$ cat config.mk
export PLATFORM = sky130hd
export DESIGN_NAME = mcu_pixel_bridge_flat
export DESIGN_NICKNAME = d
export VERILOG_FILES = /design/src/rtl/mcu_pixel_bridge_if.sv /design/src/rtl/mcu_pixel_bridge.sv /design/src/flat_wrapper.sv
export SDC_FILE = /design/constraint.sdc
export NUM_CORES = 1
export LEC_CHECK = 0
export BUFFER_PORTS_ARGS = -buffer_cell sky130_fd_sc_hd__buf_4
export CAP_MARGIN = 5
export CORE_ASPECT_RATIO = 1.1
export CORE_UTILIZATION = 55
export CTS_BUF_LIST = sky130_fd_sc_hd__clkbuf_16
export CTS_CLUSTER_SIZE = 30
export DETAILED_ROUTE_END_ITERATION = 7
export PLACE_DENSITY = 0.73
export SETUP_SLACK_MARGIN = 0.15
export SYNTH_ARGS = -nofsm -noshare
export SYNTH_HDL_FRONTEND = slang
export SYNTH_SLANG_ARGS = --single-unit
$ cat constraint.sdc
create_clock -name clock -period 8.7 [get_ports clock]
set_input_delay 0.435 -clock clock [delete_from_list [all_inputs] [get_ports clock]]
set_output_delay 0.435 -clock clock [all_outputs]
set_load 0.01 [all_outputs]
$ cat src/rtl/mcu_pixel_bridge_if.sv
// Bundles the MCU register bus and the memory-manager handshake of mcu_pixel_bridge.
// The bridge uses the slave modport; the MCU/memory side uses master.
interface mcu_pixel_bridge_if #(
  parameter int X_WIDTH    = 9,
  parameter int Y_WIDTH    = 8,
  parameter int DATA_WIDTH = 8
);
  logic                  mcu_cs;
  logic                  mcu_we;
  logic [2:0]            mcu_reg_sel;
  logic [DATA_WIDTH-1:0] mcu_data_in;
  logic [DATA_WIDTH-1:0] mcu_data_out;
  logic                  mcu_data_oe;
  logic [X_WIDTH-1:0]    mem_x;
  logic [Y_WIDTH-1:0]    mem_y;
  logic                  mem_write_request;
  logic [DATA_WIDTH-1:0] mem_write_data;
  logic                  mem_write_complete;
  logic                  mem_read_request;
  logic [DATA_WIDTH-1:0] mem_read_data;
  logic                  mem_read_complete;
  logic                  fifo_full;

  modport slave (
    input  mcu_cs, mcu_we, mcu_reg_sel, mcu_data_in,
    output mcu_data_out, mcu_data_oe,
    output mem_x, mem_y, mem_write_request, mem_write_data, mem_read_request, fifo_full,
    input  mem_write_complete, mem_read_data, mem_read_complete
  );

  modport master (
    output mcu_cs, mcu_we, mcu_reg_sel, mcu_data_in,
    input  mcu_data_out, mcu_data_oe,
    input  mem_x, mem_y, mem_write_request, mem_write_data, mem_read_request, fifo_full,
    output mem_write_complete, mem_read_data, mem_read_complete
  );
endinterface

$ cat src/rtl/mcu_pixel_bridge.sv
// MCU register-bus to pixel-memory bridge: synchronises MCU strobes, queues pixel
// writes in a FIFO and drains them (plus read-backs) over request/complete handshakes.
module mcu_pixel_bridge #(
  parameter int X_WIDTH     = 9,
  parameter int Y_WIDTH     = 8,
  parameter int DATA_WIDTH  = 8,
  parameter int X_MAX       = 319,
  parameter int Y_MAX       = 239,
  parameter int FIFO_DEPTH  = 4,
  parameter int SYNC_STAGES = 2
) (
  input logic clock,
  input logic reset,
  mcu_pixel_bridge_if.slave bus
);
  localparam int PTR_W   = $clog2(FIFO_DEPTH);
  localparam int ENTRY_W = X_WIDTH + Y_WIDTH + DATA_WIDTH;
  localparam int XH_W    = X_WIDTH - DATA_WIDTH;

  typedef enum logic [1:0] {IDLE, WRITE, READ} state_t;

  logic [SYNC_STAGES-1:0]                 wr_sync_q, wr_sync_d, rd_sync_q, rd_sync_d;
  logic [SYNC_STAGES-1:0][2:0]            sel_sync_q, sel_sync_d;
  logic [SYNC_STAGES-1:0][DATA_WIDTH-1:0] data_sync_q, data_sync_d;
  logic                  wr_prev_q, wr_prev_d, rd_prev_q, rd_prev_d;
  logic [2:0]            cap_sel_q, cap_sel_d;
  logic [DATA_WIDTH-1:0] cap_data_q, cap_data_d;

  logic [X_WIDTH-1:0]    x_q, x_d, rd_x_q, rd_x_d;
  logic [Y_WIDTH-1:0]    y_q, y_d, rd_y_q, rd_y_d;
  logic                  auto_inc_q, auto_inc_d, row_wrap_q, row_wrap_d;
  logic                  overflow_q, overflow_d, read_valid_q, read_valid_d;
  logic                  read_pending_q, read_pending_d;
  logic [DATA_WIDTH-1:0] read_data_q, read_data_d;

  logic [ENTRY_W-1:0]    fifo_mem_q [FIFO_DEPTH];
  logic [ENTRY_W-1:0]    fifo_mem_d [FIFO_DEPTH];
  logic [PTR_W-1:0]      wr_ptr_q, wr_ptr_d, rd_ptr_q, rd_ptr_d;
  logic [PTR_W:0]        count_q, count_d;
  logic                  fifo_full_q, fifo_full_d;

  state_t                state_q, state_d;
  logic [X_WIDTH-1:0]    mem_x_q, mem_x_d;
  logic [Y_WIDTH-1:0]    mem_y_q, mem_y_d;
  logic [DATA_WIDTH-1:0] mem_wdata_q, mem_wdata_d;
  logic                  mem_wreq_q, mem_wreq_d, mem_rreq_q, mem_rreq_d;

  logic wr_s, rd_s, wr_fall, rd_fall, enq, deq, read_issue, read_done;
  logic [DATA_WIDTH-1:0] xh_read, status_read;

  assign wr_s    = wr_sync_q[SYNC_STAGES-1];
  assign rd_s    = rd_sync_q[SYNC_STAGES-1];
  assign wr_fall = wr_prev_q & ~wr_s;
  assign rd_fall = rd_prev_q & ~rd_s;
  assign enq     = wr_fall && (cap_sel_q == 3'd3) && !fifo_full_q;

  // Sel/data are captured while the synchronised strobe is high so a commit on the
  // falling edge uses the last value seen alongside the strobe.
  always_comb begin
    wr_sync_d   = {wr_sync_q[SYNC_STAGES-2:0], bus.mcu_cs & ~bus.mcu_we};
    rd_sync_d   = {rd_sync_q[SYNC_STAGES-2:0], bus.mcu_cs & bus.mcu_we};
    sel_sync_d  = {sel_sync_q[SYNC_STAGES-2:0], bus.mcu_reg_sel};
    data_sync_d = {data_sync_q[SYNC_STAGES-2:0], bus.mcu_data_in};
    wr_prev_d   = wr_s;
    rd_prev_d   = rd_s;
    cap_sel_d   = cap_sel_q;
    cap_data_d  = cap_data_q;
    if (wr_s || rd_s) begin
      cap_sel_d  = sel_sync_q[SYNC_STAGES-1];
      cap_data_d = data_sync_q[SYNC_STAGES-1];
    end
  end

  always_comb begin
    x_d          = x_q;
    y_d          = y_q;
    auto_inc_d   = auto_inc_q;
    row_wrap_d   = row_wrap_q;
    overflow_d   = overflow_q;
    read_valid_d = read_valid_q;
    read_data_d  = read_data_q;
    rd_x_d       = rd_x_q;
    rd_y_d       = rd_y_q;
    // Pending clears when the read is issued, so a trigger during flight queues another.
    read_pending_d = read_pending_q & ~read_issue;
    if (rd_fall && cap_sel_q == 3'd3) read_valid_d = 1'b0;
    if (rd_fall && cap_sel_q == 3'd5) overflow_d = 1'b0;
    if (read_done) begin
      read_valid_d = 1'b1;
      read_data_d  = bus.mem_read_data;
    end
    if (wr_fall) begin
      case (cap_sel_q)
        3'd0: x_d[DATA_WIDTH-1:0] = cap_data_q;
        3'd1: x_d[X_WIDTH-1:DATA_WIDTH] = cap_data_q[XH_W-1:0];
        3'd2: y_d = Y_WIDTH'(cap_data_q);
        3'd3: begin
          if (fifo_full_q) overflow_d = 1'b1;
          else if (auto_inc_q) begin
            if (x_q < X_WIDTH'(X_MAX)) x_d = x_q + X_WIDTH'(1);
            else begin
              x_d = '0;
              if (row_wrap_q) y_d = (y_q == Y_WIDTH'(Y_MAX)) ? '0 : y_q + Y_WIDTH'(1);
            end
          end
        end
        3'd4: begin
          auto_inc_d = cap_data_q[0];
          row_wrap_d = cap_data_q[1];
        end
        3'd6: begin
          read_pending_d = 1'b1;
          rd_x_d         = x_q;
          rd_y_d         = y_q;
        end
        default: ;
      endcase
    end
  end

  always_comb begin
    fifo_mem_d = fifo_mem_q;
    wr_ptr_d   = wr_ptr_q;
    rd_ptr_d   = rd_ptr_q;
    if (enq) begin
      fifo_mem_d[wr_ptr_q] = {x_q, y_q, cap_data_q};
      wr_ptr_d             = wr_ptr_q + PTR_W'(1);
    end
    if (deq) rd_ptr_d = rd_ptr_q + PTR_W'(1);
    count_d     = count_q + (PTR_W+1)'(enq) - (PTR_W+1)'(deq);
    fifo_full_d = (count_d == (PTR_W+1)'(FIFO_DEPTH));
  end

  // Queued writes win over a pending read so read-back sees every earlier write.
  always_comb begin
    state_d     = state_q;
    mem_x_d     = mem_x_q;
    mem_y_d     = mem_y_q;
    mem_wdata_d = mem_wdata_q;
    mem_wreq_d  = mem_wreq_q;
    mem_rreq_d  = mem_rreq_q;
    deq         = 1'b0;
    read_issue  = 1'b0;
    read_done   = 1'b0;
    case (state_q)
      IDLE: begin
        if (count_q != '0) begin
          {mem_x_d, mem_y_d, mem_wdata_d} = fifo_mem_q[rd_ptr_q];
          mem_wreq_d = 1'b1;
          deq        = 1'b1;
          state_d    = WRITE;
        end else if (read_pending_q) begin
          mem_x_d    = rd_x_q;
          mem_y_d    = rd_y_q;
          mem_rreq_d = 1'b1;
          read_issue = 1'b1;
          state_d    = READ;
        end
      end
      WRITE: if (bus.mem_write_complete) begin
        mem_wreq_d = 1'b0;
        state_d    = IDLE;
      end
      READ: if (bus.mem_read_complete) begin
        mem_rreq_d = 1'b0;
        read_done  = 1'b1;
        state_d    = IDLE;
      end
      default: state_d = IDLE;
    endcase
  end

  always_ff @(posedge clock or posedge reset) begin
    if (reset) begin
      wr_sync_q <= '0; rd_sync_q <= '0; sel_sync_q <= '0; data_sync_q <= '0;
      wr_prev_q <= 1'b0; rd_prev_q <= 1'b0; cap_sel_q <= '0; cap_data_q <= '0;
      x_q <= '0; y_q <= '0; rd_x_q <= '0; rd_y_q <= '0;
      auto_inc_q <= 1'b0; row_wrap_q <= 1'b0; overflow_q <= 1'b0;
      read_valid_q <= 1'b0; read_pending_q <= 1'b0; read_data_q <= '0;
      for (int i = 0; i < FIFO_DEPTH; i++) fifo_mem_q[i] <= '0;
      wr_ptr_q <= '0; rd_ptr_q <= '0; count_q <= '0; fifo_full_q <= 1'b0;
      state_q <= IDLE; mem_x_q <= '0; mem_y_q <= '0; mem_wdata_q <= '0;
      mem_wreq_q <= 1'b0; mem_rreq_q <= 1'b0;
    end else begin
      wr_sync_q <= wr_sync_d; rd_sync_q <= rd_sync_d;
      sel_sync_q <= sel_sync_d; data_sync_q <= data_sync_d;
      wr_prev_q <= wr_prev_d; rd_prev_q <= rd_prev_d;
      cap_sel_q <= cap_sel_d; cap_data_q <= cap_data_d;
      x_q <= x_d; y_q <= y_d; rd_x_q <= rd_x_d; rd_y_q <= rd_y_d;
      auto_inc_q <= auto_inc_d; row_wrap_q <= row_wrap_d; overflow_q <= overflow_d;
      read_valid_q <= read_valid_d; read_pending_q <= read_pending_d; read_data_q <= read_data_d;
      fifo_mem_q <= fifo_mem_d;
      wr_ptr_q <= wr_ptr_d; rd_ptr_q <= rd_ptr_d; count_q <= count_d; fifo_full_q <= fifo_full_d;
      state_q <= state_d; mem_x_q <= mem_x_d; mem_y_q <= mem_y_d; mem_wdata_q <= mem_wdata_d;
      mem_wreq_q <= mem_wreq_d; mem_rreq_q <= mem_rreq_d;
    end
  end

  // Read mux decodes the raw select so the MCU sees data within its own bus cycle.
  always_comb begin
    xh_read                = '0;
    xh_read[XH_W-1:0]      = x_q[X_WIDTH-1:DATA_WIDTH];
    status_read            = '0;
    status_read[0]         = fifo_full_q;
    status_read[1]         = (count_q == '0);
    status_read[2]         = read_valid_q;
    status_read[3]         = overflow_q;
    status_read[4]         = (state_q != IDLE);
    case (bus.mcu_reg_sel)
      3'd0:    bus.mcu_data_out = x_q[DATA_WIDTH-1:0];
      3'd1:    bus.mcu_data_out = xh_read;
      3'd2:    bus.mcu_data_out = DATA_WIDTH'(y_q);
      3'd3:    bus.mcu_data_out = read_data_q;
      3'd4:    bus.mcu_data_out = {{(DATA_WIDTH-2){1'b0}}, row_wrap_q, auto_inc_q};
      3'd5:    bus.mcu_data_out = status_read;
      3'd7:    bus.mcu_data_out = '1;
      default: bus.mcu_data_out = '0;
    endcase
    if (reset) bus.mcu_data_out = '0;
  end

  assign bus.mcu_data_oe       = bus.mcu_cs & bus.mcu_we & ~reset;
  assign bus.mem_x             = mem_x_q;
  assign bus.mem_y             = mem_y_q;
  assign bus.mem_write_data    = mem_wdata_q;
  assign bus.mem_write_request = mem_wreq_q;
  assign bus.mem_read_request  = mem_rreq_q;
  assign bus.fifo_full         = fifo_full_q;
endmodule
$ cat src/flat_wrapper.sv
// flat-port wrapper written by rule: the top's interface ports become plain ports
module mcu_pixel_bridge_flat 
#(
  parameter int X_WIDTH     = 9,
  parameter int Y_WIDTH     = 8,
  parameter int DATA_WIDTH  = 8,
  parameter int X_MAX       = 319,
  parameter int Y_MAX       = 239,
  parameter int FIFO_DEPTH  = 4,
  parameter int SYNC_STAGES = 2
)
  (clock, reset, bus_mcu_cs, bus_mcu_we, bus_mcu_reg_sel, bus_mcu_data_in, bus_mcu_data_out, bus_mcu_data_oe, bus_mem_x, bus_mem_y, bus_mem_write_request, bus_mem_write_data, bus_mem_read_request, bus_fifo_full, bus_mem_write_complete, bus_mem_read_data, bus_mem_read_complete);
  mcu_pixel_bridge_if #(.X_WIDTH(X_WIDTH), .Y_WIDTH(Y_WIDTH), .DATA_WIDTH(DATA_WIDTH)) bus_i ();
  input logic clock;
  input logic reset;
  input wire logic [$bits(bus_i.mcu_cs)-1:0] bus_mcu_cs;
  input wire logic [$bits(bus_i.mcu_we)-1:0] bus_mcu_we;
  input wire logic [$bits(bus_i.mcu_reg_sel)-1:0] bus_mcu_reg_sel;
  input wire logic [$bits(bus_i.mcu_data_in)-1:0] bus_mcu_data_in;
  output wire logic [$bits(bus_i.mcu_data_out)-1:0] bus_mcu_data_out;
  output wire logic [$bits(bus_i.mcu_data_oe)-1:0] bus_mcu_data_oe;
  output wire logic [$bits(bus_i.mem_x)-1:0] bus_mem_x;
  output wire logic [$bits(bus_i.mem_y)-1:0] bus_mem_y;
  output wire logic [$bits(bus_i.mem_write_request)-1:0] bus_mem_write_request;
  output wire logic [$bits(bus_i.mem_write_data)-1:0] bus_mem_write_data;
  output wire logic [$bits(bus_i.mem_read_request)-1:0] bus_mem_read_request;
  output wire logic [$bits(bus_i.fifo_full)-1:0] bus_fifo_full;
  input wire logic [$bits(bus_i.mem_write_complete)-1:0] bus_mem_write_complete;
  input wire logic [$bits(bus_i.mem_read_data)-1:0] bus_mem_read_data;
  input wire logic [$bits(bus_i.mem_read_complete)-1:0] bus_mem_read_complete;
  assign bus_i.mcu_cs = bus_mcu_cs;
  assign bus_i.mcu_we = bus_mcu_we;
  assign bus_i.mcu_reg_sel = bus_mcu_reg_sel;
  assign bus_i.mcu_data_in = bus_mcu_data_in;
  assign bus_mcu_data_out = bus_i.mcu_data_out;
  assign bus_mcu_data_oe = bus_i.mcu_data_oe;
  assign bus_mem_x = bus_i.mem_x;
  assign bus_mem_y = bus_i.mem_y;
  assign bus_mem_write_request = bus_i.mem_write_request;
  assign bus_mem_write_data = bus_i.mem_write_data;
  assign bus_mem_read_request = bus_i.mem_read_request;
  assign bus_fifo_full = bus_i.fifo_full;
  assign bus_i.mem_write_complete = bus_mem_write_complete;
  assign bus_i.mem_read_data = bus_mem_read_data;
  assign bus_i.mem_read_complete = bus_mem_read_complete;
  mcu_pixel_bridge #(.X_WIDTH(X_WIDTH), .Y_WIDTH(Y_WIDTH), .DATA_WIDTH(DATA_WIDTH), .X_MAX(X_MAX), .Y_MAX(Y_MAX), .FIFO_DEPTH(FIFO_DEPTH), .SYNC_STAGES(SYNC_STAGES)) u_core (.clock(clock), .reset(reset), .bus(bus_i));
endmodule
==> impl_metrics.yaml <==
synthesis:
  synth-seq-cells: 223
  syn_area_per_cell_sq_um: 13.90
  ys.flop_type: "dfrtp_1"
  synth.top_cells.by_area: "dfrtp_1 (56%), mux2_4 (10%), mux2_2 (9.7%)"
  ys_top_cells_by_count: "dfrtp_1 (223), mux2_2 (86), mux2_4 (67)"
  ys_types: 53
  netlist_instances: 721
  synth.most_common_cell: "dfrtp_1"
  synth-edff-count: 0
  syn-num-nets: 754
  async_reset_ff_share_pct: 100.0
  yosys.area.top_type: "dfrtp_1"
  ys_warn_count: 0
  synth_top_area_share_pct: 55.69
  syn_area_sq_um: 10020
  ys_seq_area_share_pct: 55.69
global_routing:
  antenna_found_initial: 0
  grt.overflow.total: 0
  grt_max_degree: 143
  grt_pass1_wl_um: 34880
  grt_use_total_pct: 24.49
  grt_pass1_vias: 6394
floorplan:
  die_area_sq_um: 18760
  ios: 62
  start_util_pct: 56.48
  core_area_sq_um: 17740
  die_h_um: 143.6
  die_x_um: 130.7
  fp-row-count: 51
sta:
  fin_ws_ns: 5.967
  tns_ns: 0
  max_freq_mhz: 365.9
  tightest_slew_ns: 1.144
  slew_headroom_pct: 23.51
  finalClockSkew_ns: 0.01086
  hold_violations: 0
  drv_slew: 0
  fin_crit_ns: 2.733
  setup_viol: 0
  min_period_over_period_pct: 31.41
  rsz0062_at_grt: "no"
routing:
  drc: 0
  drt-initial-drc-count: 373
  routed_wl_um: 21780
  dr_total_vias: 6132
  ant_nets: 0
  first_pass_iters: 6
  wl_per_cell_um: 21.52
  via_per_inst: 6.059
critical_path:
  cp_slowest_cell: "or3_1"
  critPathLaunchType: "register"
  crit_type: "register to register"
  cp_max_fo: 10
  cp.required_ns: 9.12
  path_cells: "or3_1, nand2_1, or2_2, nand2_1, ha_1, fa_1, xnor2_1, xnor2_1, nor3b_1"
  endpoint_kind: "register"
  crit_arrival_ns: 3.15
  max_stage_delay_ns: 0.44
clocking:
  cts_sinks: 223
  numCtsBuffers: 24
  cts_root_buffer: "clkbuf_16"
  clk-insertion-delay-late_ns: 0.51
  post-cts-setup-buffers: 0
  ctsHoldBuffers: 0
  clock_path_buffers: 3
  ctsHtreeMaxLevel: 1
  clkTransAtPathRegs_ns: 0.06
  cts_tree: "built"
  post_cts_resized: 0
finish:
  final_core_util_pct: 63.88
  areaGrowthSynthToFinish_pct: 13.10
  num_antenna_cells: 0
  nNetsFinal: 791
  drive_gt1_share_pct: 38.11
place:
  gp_congestion: 0.8651
  io_buffer_count: 61
  post-place-ws_ns: 5.959
  hpwlAfterDp_um: 13450
pwr:
  power.density_nw_per_um2: 316.3
  total_power_mw: 3.584
  ir_drop_mv: 0.2083
  power.leakage_nw: 5.495
hold_path:
  hold_path.class: "input pin to register"
run_status:
  run_status: "finished clean"
run:
  drv_cap: 0
registers in the layout, summed over array words and instances (netlist names), 3 cells and up:
register	flops
u_core.fifo_mem_q	100
u_core.rd_x_q	9
u_core.rd_y_q	8
u_core.x_q	9
u_core.cap_sel_q	3
u_core.read_data_q	8
u_core.bus.mem_y	8
u_core.sel_sync_q	3
u_core.cap_data_q	8
u_core.count_q	3
u_core.data_sync_q	8
u_core.bus.mem_x	9
u_core.sel_sync_d	3
u_core.bus.mem_write_data	8
u_core.data_sync_d	8
u_core.y_q	8
per-stage QoR:
step | hold slack, ns | cells | area (sq um)
after floorplan | 0.3312 | 721 | 10020
after global placement | 0.3354 | 970 | 10550
final | 0.03815 | 1012 | 11330
after global routing | 0.01667 | 1012 | 11330
after CTS | 0.02081 | 1012 | 11330
after detailed placement | 0.3362 | 970 | 10550
cell usage in the layout, fill, tap and decap left out, types with 5 or more instances in the layout:
cell type,Yosys,layout
o31ai_1,6,6
o21ai_0,26,26
nand3_1,9,9
mux2_4,67,67
dfrtp_1,223,223
ha_1,7,7
xnor2_1,5,5
clkbuf_16,0,25
nand3b_1,5,5
a22o_1,9,9
nand2_1,35,35
mux4_2,25,25
nand2b_1,5,5
o22ai_1,18,18
clkinv_2,0,7
a21oi_1,26,26
o211ai_1,8,8
inv_1,12,13
nor2_1,31,31
buf_4,0,67
mux2_2,86,86
kinds of logic (layout without fill, tap and decap cells):
logic type	after synthesis	count (layout)	share of synthesized area, %
xor+xnor	5	5	0.4370
flops	223	223	55.69
compound gates	119	119	7.717
simple gates	117	117	6.119
buf+inv	68	121	3.334
mux	181	181	25.62
fa+ha+maj	8	8	1.074
layout make-up:
cell class                      instances  area (sq um)
Fill cell                            1346          6407
Sequential cell                       223          5580
Inverter                               12         52.55
Tap cell                              238         297.8
Multi-Input combinational cell        430          4116
Clock buffer                           25         625.6
Timing Repair Buffer                   67         503.0
Clock inverter                         17         156.4
routing by layer:
layer / GRT usage [%] / share of wire, % / vias up
met2: 40.91 / 51 / 187
met3: 3.165 / 4.5 / 41
li1: - / - / 2689
met5: 0 / 0 / -
met4: 7.139 / 2.4 / 0
met1: 33.56 / 42 / 3215
power by group:
part | leakage, nW | total, mW | internal [mW] | switching [mW]
Sequential | 2.91 | 1.63 | 1.31 | 0.317
Clock | 0.399 | 1.01 | 0.607 | 0.398
Combinational | 2.19 | 0.948 | 0.517 | 0.431
Total | 5.50 | 3.58 | 2.44 | 1.15
worst paths after layout:
check,startpoint,cells past startpoint,endpoint,slack (ns)
min in group asynchronous,reset,2,u_core.read_data_q[2]$_DFFE_PP0P_,0.12
max in group asynchronous,reset,3,u_core.bus.mem_x[3]$_DFFE_PP0P_,6.96
setup reg to reg,u_core.count_q[0]$_DFF_PP0_,9,u_core.bus.fifo_full$_DFF_PP0_,5.97
setup / recovery,u_core.count_q[0]$_DFF_PP0_,9,u_core.bus.fifo_full$_DFF_PP0_,5.97
hold reg to reg,u_core.data_sync_d[14]$_DFF_PP0_,0,u_core.data_sync_q[14]$_DFF_PP0_,0.35
hold / removal,bus_mcu_data_in[2],1,u_core.data_sync_d[10]$_DFF_PP0_,0.04
worst max-delay path, delay by kind of cell (launching register included):
family,cells,cell delay [ns]
and+or+nand+nor,5,1.36
xor gates and xnor gates,2,0.32
adders and majority gates,2,0.57
DFF,1,0.41
No activity file was read; power rests on OpenSTA's default activity.
